===== src/rtl/mem_port_arbiter_if.sv =====
// rtl/mem_port_arbiter_if.sv - requester and memory-side signal bundle for mem_port_arbiter
interface mem_port_arbiter_if #(
  parameter int WIDTH  = 32,
  parameter int ADDR_W = 32
);
  logic              cpu_req;
  logic              cpu_we;
  logic [ADDR_W-1:0] cpu_addr;
  logic [WIDTH-1:0]  cpu_wdata;
  logic [WIDTH-1:0]  cpu_rdata;
  logic              cpu_ack;
  logic              ext_req;
  logic              ext_we;
  logic [ADDR_W-1:0] ext_addr;
  logic [WIDTH-1:0]  ext_wdata;
  logic [WIDTH-1:0]  ext_rdata;
  logic              ext_ack;
  logic              mem_en;
  logic              mem_we;
  logic [ADDR_W-1:0] mem_addr;
  logic [WIDTH-1:0]  mem_wdata;
  logic [WIDTH-1:0]  mem_rdata;
  logic              stall;
  logic              owner;

  // arbiter side
  modport slave (
    input  cpu_req, cpu_we, cpu_addr, cpu_wdata,
    output cpu_rdata, cpu_ack,
    input  ext_req, ext_we, ext_addr, ext_wdata,
    output ext_rdata, ext_ack,
    output mem_en, mem_we, mem_addr, mem_wdata,
    input  mem_rdata,
    output stall, owner
  );

  // requester / memory environment side
  modport master (
    output cpu_req, cpu_we, cpu_addr, cpu_wdata,
    input  cpu_rdata, cpu_ack,
    output ext_req, ext_we, ext_addr, ext_wdata,
    input  ext_rdata, ext_ack,
    input  mem_en, mem_we, mem_addr, mem_wdata,
    output mem_rdata,
    input  stall, owner
  );
endinterface


===== src/rtl/mem_port_arbiter.sv =====
// rtl/mem_port_arbiter.sv - two-requester round-robin arbiter for the unified memory port
module mem_port_arbiter #(
  parameter int WIDTH   = 32,
  parameter int ADDR_W  = 32,
  parameter int MEM_LAT = 2
) (
  input logic                 clk,
  input logic                 rst,
  mem_port_arbiter_if.slave   bus
);

  typedef enum logic [1:0] {IDLE, ACCESS, RESP} state_t;

  state_t            state;
  state_t            state_nxt;
  logic [3:0]        cnt;
  logic              lat_we;
  logic [ADDR_W-1:0] addr_q;
  logic [WIDTH-1:0]  wdata_q;
  logic [WIDTH-1:0]  cpu_rdata_q;
  logic [WIDTH-1:0]  ext_rdata_q;
  logic              owner_q;
  logic              last_grant;
  logic              grant_valid;
  logic              grant_who;
  logic              tie;
  logic              last_beat;
  logic              mem_en_c;
  logic              mem_we_c;
  logic              cpu_ack_c;
  logic              ext_ack_c;

  assign last_beat = (state == ACCESS) && (cnt == 4'(MEM_LAT - 1));

  // pick a winner: a lone requester wins, a tie goes to whoever was not granted last
  always_comb begin
    tie         = bus.cpu_req & bus.ext_req;
    grant_valid = bus.cpu_req | bus.ext_req;
    if (tie) begin
      grant_who = ~last_grant;
    end else begin
      grant_who = bus.ext_req;
    end
  end

  // state register
  always_ff @(posedge clk or posedge rst) begin
    if (rst) begin
      state <= IDLE;
    end else begin
      state <= state_nxt;
    end
  end

  // next-state: IDLE -> ACCESS on a grant, ACCESS holds for MEM_LAT cycles, RESP lasts one cycle
  always_comb begin
    state_nxt = state;
    case (state)
      IDLE:    if (grant_valid) state_nxt = ACCESS;
      ACCESS:  if (last_beat)   state_nxt = RESP;
      RESP:    state_nxt = IDLE;
      default: state_nxt = IDLE;
    endcase
  end

  // outputs decoded from the registered state so they clear as soon as rst rises
  always_comb begin
    mem_en_c  = (state == ACCESS);
    mem_we_c  = (state == ACCESS) & lat_we;
    cpu_ack_c = (state == RESP) & ~owner_q;
    ext_ack_c = (state == RESP) &  owner_q;
  end

  // grant latching, beat counter and read-data capture
  always_ff @(posedge clk or posedge rst) begin
    if (rst) begin
      cnt         <= '0;
      lat_we      <= 1'b0;
      addr_q      <= '0;
      wdata_q     <= '0;
      cpu_rdata_q <= '0;
      ext_rdata_q <= '0;
      owner_q     <= 1'b0;
      last_grant  <= 1'b1;
    end else begin
      if (state == IDLE && grant_valid) begin
        lat_we  <= grant_who ? bus.ext_we    : bus.cpu_we;
        addr_q  <= grant_who ? bus.ext_addr  : bus.cpu_addr;
        wdata_q <= grant_who ? bus.ext_wdata : bus.cpu_wdata;
        owner_q <= grant_who;
        cnt     <= '0;
        if (tie) last_grant <= grant_who;
      end
      if (state == ACCESS) begin
        cnt <= cnt + 4'd1;
        if (last_beat && !lat_we) begin
          if (owner_q) ext_rdata_q <= bus.mem_rdata;
          else         cpu_rdata_q <= bus.mem_rdata;
        end
      end
    end
  end

  assign bus.mem_en    = mem_en_c;
  assign bus.mem_we    = mem_we_c;
  assign bus.mem_addr  = addr_q;
  assign bus.mem_wdata = wdata_q;
  assign bus.cpu_ack   = cpu_ack_c;
  assign bus.ext_ack   = ext_ack_c;
  assign bus.cpu_rdata = cpu_rdata_q;
  assign bus.ext_rdata = ext_rdata_q;
  assign bus.owner     = owner_q;
  assign bus.stall     = bus.cpu_req & ~cpu_ack_c;

endmodule


===== src/flat_wrapper.sv =====
// flat-port wrapper written by rule: the top's interface ports become plain ports
module mem_port_arbiter_flat 
#(
  parameter int WIDTH   = 32,
  parameter int ADDR_W  = 32,
  parameter int MEM_LAT = 2
)
  (clk, rst, bus_cpu_req, bus_cpu_we, bus_cpu_addr, bus_cpu_wdata, bus_cpu_rdata, bus_cpu_ack, bus_ext_req, bus_ext_we, bus_ext_addr, bus_ext_wdata, bus_ext_rdata, bus_ext_ack, bus_mem_en, bus_mem_we, bus_mem_addr, bus_mem_wdata, bus_mem_rdata, bus_stall, bus_owner);
  mem_port_arbiter_if #(.WIDTH(WIDTH), .ADDR_W(ADDR_W)) bus_i ();
  input logic clk;
  input logic rst;
  input wire logic [$bits(bus_i.cpu_req)-1:0] bus_cpu_req;
  input wire logic [$bits(bus_i.cpu_we)-1:0] bus_cpu_we;
  input wire logic [$bits(bus_i.cpu_addr)-1:0] bus_cpu_addr;
  input wire logic [$bits(bus_i.cpu_wdata)-1:0] bus_cpu_wdata;
  output wire logic [$bits(bus_i.cpu_rdata)-1:0] bus_cpu_rdata;
  output wire logic [$bits(bus_i.cpu_ack)-1:0] bus_cpu_ack;
  input wire logic [$bits(bus_i.ext_req)-1:0] bus_ext_req;
  input wire logic [$bits(bus_i.ext_we)-1:0] bus_ext_we;
  input wire logic [$bits(bus_i.ext_addr)-1:0] bus_ext_addr;
  input wire logic [$bits(bus_i.ext_wdata)-1:0] bus_ext_wdata;
  output wire logic [$bits(bus_i.ext_rdata)-1:0] bus_ext_rdata;
  output wire logic [$bits(bus_i.ext_ack)-1:0] bus_ext_ack;
  output wire logic [$bits(bus_i.mem_en)-1:0] bus_mem_en;
  output wire logic [$bits(bus_i.mem_we)-1:0] bus_mem_we;
  output wire logic [$bits(bus_i.mem_addr)-1:0] bus_mem_addr;
  output wire logic [$bits(bus_i.mem_wdata)-1:0] bus_mem_wdata;
  input wire logic [$bits(bus_i.mem_rdata)-1:0] bus_mem_rdata;
  output wire logic [$bits(bus_i.stall)-1:0] bus_stall;
  output wire logic [$bits(bus_i.owner)-1:0] bus_owner;
  assign bus_i.cpu_req = bus_cpu_req;
  assign bus_i.cpu_we = bus_cpu_we;
  assign bus_i.cpu_addr = bus_cpu_addr;
  assign bus_i.cpu_wdata = bus_cpu_wdata;
  assign bus_cpu_rdata = bus_i.cpu_rdata;
  assign bus_cpu_ack = bus_i.cpu_ack;
  assign bus_i.ext_req = bus_ext_req;
  assign bus_i.ext_we = bus_ext_we;
  assign bus_i.ext_addr = bus_ext_addr;
  assign bus_i.ext_wdata = bus_ext_wdata;
  assign bus_ext_rdata = bus_i.ext_rdata;
  assign bus_ext_ack = bus_i.ext_ack;
  assign bus_mem_en = bus_i.mem_en;
  assign bus_mem_we = bus_i.mem_we;
  assign bus_mem_addr = bus_i.mem_addr;
  assign bus_mem_wdata = bus_i.mem_wdata;
  assign bus_i.mem_rdata = bus_mem_rdata;
  assign bus_stall = bus_i.stall;
  assign bus_owner = bus_i.owner;
  mem_port_arbiter #(.WIDTH(WIDTH), .ADDR_W(ADDR_W), .MEM_LAT(MEM_LAT)) u_core (.clk(clk), .rst(rst), .bus(bus_i));
endmodule

===== config.mk =====
export PLATFORM = sky130hd
export DESIGN_NAME = mem_port_arbiter_flat
export DESIGN_NICKNAME = d
export VERILOG_FILES = /design/src/rtl/mem_port_arbiter_if.sv /design/src/rtl/mem_port_arbiter.sv /design/src/flat_wrapper.sv
export SDC_FILE = /design/constraint.sdc
export NUM_CORES = 1
export LEC_CHECK = 0
export CAP_MARGIN = 20
export CORE_AREA = 4 4 115 117
export DETAILED_ROUTE_END_ITERATION = 12
export DIE_AREA = 0 0 119 121
export DONT_BUFFER_PORTS = 1
export PLACE_DENSITY = 0.74
export SLEW_MARGIN = 20
export SYNTH_ARGS = -nofsm -noshare
export SYNTH_HDL_FRONTEND = slang
export SYNTH_SLANG_ARGS = --single-unit

===== constraint.sdc =====
create_clock -name clk -period 6.35 [get_ports clk]
set_input_delay 0.635 -clock clk [delete_from_list [all_inputs] [get_ports clk]]
set_output_delay 0.635 -clock clk [all_outputs]
set_load 0.01 [all_outputs]

After elaboration in Yosys (flattened, before gate mapping)
Cells that the tools add are included.
{ "totals": {"ff_bits": 137, "wordCells": 43} }
{ "classes": {"mux": 9, "reduce_logical": 10, "bitwise": 9, "add_sub_neg": 1, "eq_ne": 5} }
{ "op_table": {"columns": ["op", "count"], "rows": [
  ["$mux 32", 2],
  ["$mux 4", 2],
  ["$reduce_and 3->1", 2],
  ["$and 1x1->1", 5],
  ["$add 4x1->4 const B", 1],
  ["$eq 4x1->1 const B", 1],
  ["$mux 2", 2],
  ["$ne 2x1->1 const B", 2],
  ["$pmux 2 s2", 1],
  ["$reduce_and 2->1", 2],
  ["$logic_and 1x1->1", 3],
  ["$not 1->1", 3],
  ["$eq 2x1->1 const B", 1],
  ["$eq 2x2->1 const B", 1],
  ["$logic_not 2->1", 1],
  ["$mux 1", 2],
  ["$reduce_bool 2->1", 1],
  ["$logic_not 1->1", 1],
  ["$or 1x1->1", 1]
]} }

Longest topological paths before layout
{ "depth": {"depth_word": 4, "depth_mapped": 7, "depth_no_buf": 5} }

Worst setup path before layout
No wires, ideal clock.
{ "synth_timing": {"path_kind": "input-to-reg", "start": "input port bus_ext_req", "end": "register u_core.addr_q[27], in the netlist u_core.bus.mem_addr[27]", "setup_ps": 125, "arrival_time_ps": 2088, "path_stages": 5, "setup_slack_ps": 4137, "path_buffers": 2, "cell_sequence": "a21bo_2 -> clkbuf_1 -> clkbuf_1 -> mux2_2 -> mux2_2"} }
{ "synth_between": {"elab_chain_len": 3, "word_cells_on_any_way": 5} }
{ "synth_lines": {"columns": ["element", "line", "text"], "rows": [
  ["start: declaration", "flat_wrapper.sv:18", "input wire logic [$bits(bus_i.ext_req)-1:0] bus_ext_req;"],
  ["$and 1x1->1", "mem_port_arbiter.sv:37", "tie = bus.cpu_req & bus.ext_req;"],
  ["$mux 1", "mem_port_arbiter.sv:39", "if (tie) begin"],
  ["$mux 32", "mem_port_arbiter.sv:88", "addr_q <= grant_who ? bus.ext_addr : bus.cpu_addr;"],
  ["end signal: assignment", "mem_port_arbiter.sv:88", null],
  ["end: declaration", "mem_port_arbiter.sv:18", "logic [ADDR_W-1:0] addr_q;"]
]} }
Several ways; a longest one is shown, not always the timed one.
A chain may end at the register's enable or synchronous reset.

Final worst setup path
{ "layout_timing": {"start": "register u_core.cnt[1]", "end": "register u_core.ext_rdata_q[29], in the netlist u_core.bus.ext_rdata[29]"} }
{ "layout_between": {"elab_chain_len": 4} }
{ "layout_lines": {"columns": ["element", "line", "text"], "rows": [
  ["start: declaration", "mem_port_arbiter.sv:16", "logic [3:0] cnt;"],
  ["start signal: assignment", "mem_port_arbiter.sv:95", "cnt <= cnt + 4'd1;"],
  ["$eq 4x1->1", "mem_port_arbiter.sv:33", "assign last_beat = (state == ACCESS) && (cnt == 4'(MEM_LAT - 1));"],
  ["$logic_and 1x1->1", "mem_port_arbiter.sv:33", null],
  ["$logic_and 1x1->1", "mem_port_arbiter.sv:96", "if (last_beat && !lat_we) begin"],
  ["$reduce_and 3->1 (no line)", null, null],
  ["end signal: assignment", "mem_port_arbiter.sv:97", "if (owner_q) ext_rdata_q <= bus.mem_rdata;"],
  ["end: declaration", "mem_port_arbiter.sv:21", "logic [WIDTH-1:0] ext_rdata_q;"]
]} }
No other way between the ends.

==> metrics.cfg <==
[clock_tree]
htreeDepth=4
post_cts_buffers=0
insertion_delay_ps=400
cts-root-buf=clkbuf_16
cts_resized=0
clk_pin_slew_ps=60
cts_buffers=17
ctsHoldBuffers=0
clock-sinks=137
cts_tree=done
clk_path_buf_depth=2

[layout]
multi_input_area_um2=2522
layout.nets=559
diodes=0
fill_cells=994
drive_gt1_frac=0.5732
register_area_um2=3430
fin_cells=575
synthToLayoutAreaGrowth_pct=12.44

[logic_synthesis]
synth_common_cells=mux2_2 (160), dfrtp_1 (136), mux2_4 (30)
ys_seq_area_frac=0.5643
synth.area.mux_share=0.3811
synthFlopType=dfrtp_1
synthAdderAreaFrac=0.004118
ys.warnings.count=0
synth-seq-cells=137
yosys.area_share.xor_xnor=0.002882
synth_compound_area_frac=0.008853
synth_edf_count=0
synth_nets=556
yosysMostFrequentCell=mux2_2
synth_top_family_by_area=multiplexers
synth_top_area_frac=0.5600
netlist_top_cells_area=dfrtp_1 (56%), mux2_2 (30%), mux2_4 (7.4%), buf_2 (0.82%), clkbuf_1 (0.56%)
syn_area_um2=6077
synthSimpleGateAreaFrac=0.01565
async_flop_share=1.000
syn_area_per_cell_um2=15.66
yosysTopAreaCell=dfrtp_1
ys_types=30
synthCells=388

[place]
gp_congestion=0.7080
hpwlAfterDp_um=9783
place.port_buffers=0
dp.cells=543

[floorplanning]
ioPinCount=300
rows=41
die_area_um2=14400
die_h_um=121
start_util=0.4915
core-area_um2=12360
dieWidth_um=119

[global_route]
grt_pass1_vias=3532
use_met3=0.07459
grt-busiest-layer=met2
grt_remaining_overflow=0
grt_pass1_wl_um=19940
grt_max_degree=83
use_met2=0.3186
use_met1=0.1940
grt_antenna_before_repair=0
grt_usage=0.1810

[sta]
finalSetupViolCount=0
clock.fmax_mhz=360.4
rsz0062_at_grt=no
period_share=0.4370
relSlewSlack=0.3294
tightest_slew_ps=1006
fin_skew_ps=5.688
slew_viol_final=0
tns_ps=0
final_hold_viol_count=0
period_minus_slack_ps=2775

[setup_path]
path_delay_family=simple AND/OR/NAND/NOR gates
worst_setup_path_start_kind=register
crit-reg2reg-launch=u_core.cnt[1]
path_buf_inv=1
max_stage_delay_ps=1120
crit_type=reg -> reg
critPathCaptureType=register
r2r_cells=5
worstPathArrival_ps=3050
worstPathRequired_ps=6630
r2r-end=u_core.bus.ext_rdata[29]
slowest_stage=or4_2
crit_fanout=32
path_cells=inv_1, ha_1, or3b_4, or4_2, mux2_1
rrSetupSlack_ps=3580

[job]
drv_cap=0

[route]
wirelength_um=12940
post_drt_wl_per_cell_um=22.50
antenna_left=0
via_count=3124
routed_via_density=5.433
dr.pass1.iters=4
drt_iter0_drc=146
drc_errors=0

[min_path]
min_path_type=in -> async

[status]
outcome=finished clean

[power]
leakage_nw=2.983
power-per-cell-area_nw_per_um2=557.2
vdd_drop_max_v=0.0003565

## flip-flops by register name, summed over array words and instances, names as in the netlist
name	cells
u_core.bus.ext_rdata	32
u_core.lat_we	1
u_core.state	2
u_core.bus.cpu_rdata	32
u_core.bus.mem_wdata	32
u_core.last_grant	1
u_core.cnt	4
u_core.bus.owner	1
u_core.bus.mem_addr	32
## area by class of cell
class	instances	area share
flip-flops and latches	137	0.5019
multi-input cells	223	0.3692
clock buffers	23	0.06995
well taps	172	0.03150
clock inverters	8	0.01392
repair buffers	6	0.009522
inverters	6	0.004029
## stage by stage
stage,hold WS (ps),util,area [µm²],power [W],worst slack [ps]
floorplan,475.3,-,6077,0.002621,2049
global placement,512.3,0.5041,6232,0.002846,3652
detailed placement,505.7,0.5041,6232,0.002906,3547
CTS,147.4,0.5505,6805,0.003869,3534
global route,154.7,0.5527,6833,0.004036,3473
finish,132.0,0.5527,6833,0.003807,3575
## power by group
group | internal (W) | leakage [nW] | switching, W | total (W)
clock | 0.000604 | 0.279 | 0.000340 | 0.000944
sequential | 0.00133 | 1.63 | 0.000571 | 0.00190
combinational | 0.000616 | 1.08 | 0.000348 | 0.000964
## cells in the final DEF (no fill, tap or decap), types with 2 or more instances in the layout
| cell type | instances |
|---|---|
| buf_4 | 5 |
| nor2_1 | 3 |
| mux2_2 | 160 |
| clkbuf_16 | 17 |
| inv_1 | 5 |
| clkbuf_8 | 3 |
| ha_1 | 2 |
| mux2i_1 | 3 |
| clkinv_2 | 4 |
| nand2_1 | 2 |
| dfrtp_1 | 136 |
| bufinv_16 | 2 |
| clkinvlp_4 | 2 |
| mux2_1 | 3 |
| clkbuf_1 | 3 |
| nor3_1 | 3 |
| mux2_4 | 30 |
## worst reg2reg max path, cell delays in order (launching register included)
cell and delay, ps:
dfrtp_1 410, inv_1 80, ha_1 140, or3b_4 410, or4_2 1120, mux2_1 500
## worst max-delay path by stage
stage | startpoint | endpoint | slack, ps | cells past startpoint
after floorplan | rst | u_core.bus.cpu_rdata[0] | 2050 | 1
after global placement | u_core.cnt[1] | u_core.bus.ext_rdata[29] | 3650 | 5
after global routing | u_core.cnt[1] | u_core.bus.ext_rdata[29] | 3470 | 5
after CTS | u_core.cnt[1] | u_core.bus.ext_rdata[29] | 3530 | 5
after detailed placement | u_core.cnt[1] | u_core.bus.ext_rdata[29] | 3550 | 5
final | u_core.cnt[1] | u_core.bus.ext_rdata[29] | 3580 | 5
## kinds of logic (layout without fill, tap and decap cells)
group / count (synthesis) / count (layout)
adders and majority gates: 2 / 2
buffers and inverters: 28 / 43
DFF: 137 / 137
muxes: 196 / 196
and+or+nand+nor: 16 / 16
AOI/OAI and AO/OA: 7 / 7
xor gates and xnor gates: 2 / 2
## per-layer routing
metal | share of wire | vias to the layer above | routed length (µm)
li1 | - | 1392 | -
met1 | 0.35 | 1535 | 4504
met2 | 0.54 | 182 | 6957
met3 | 0.098 | 15 | 1271
met4 | 0.016 | 0 | 206
met5 | 0 | - | 0
Power figures use the tool's default switching activity.
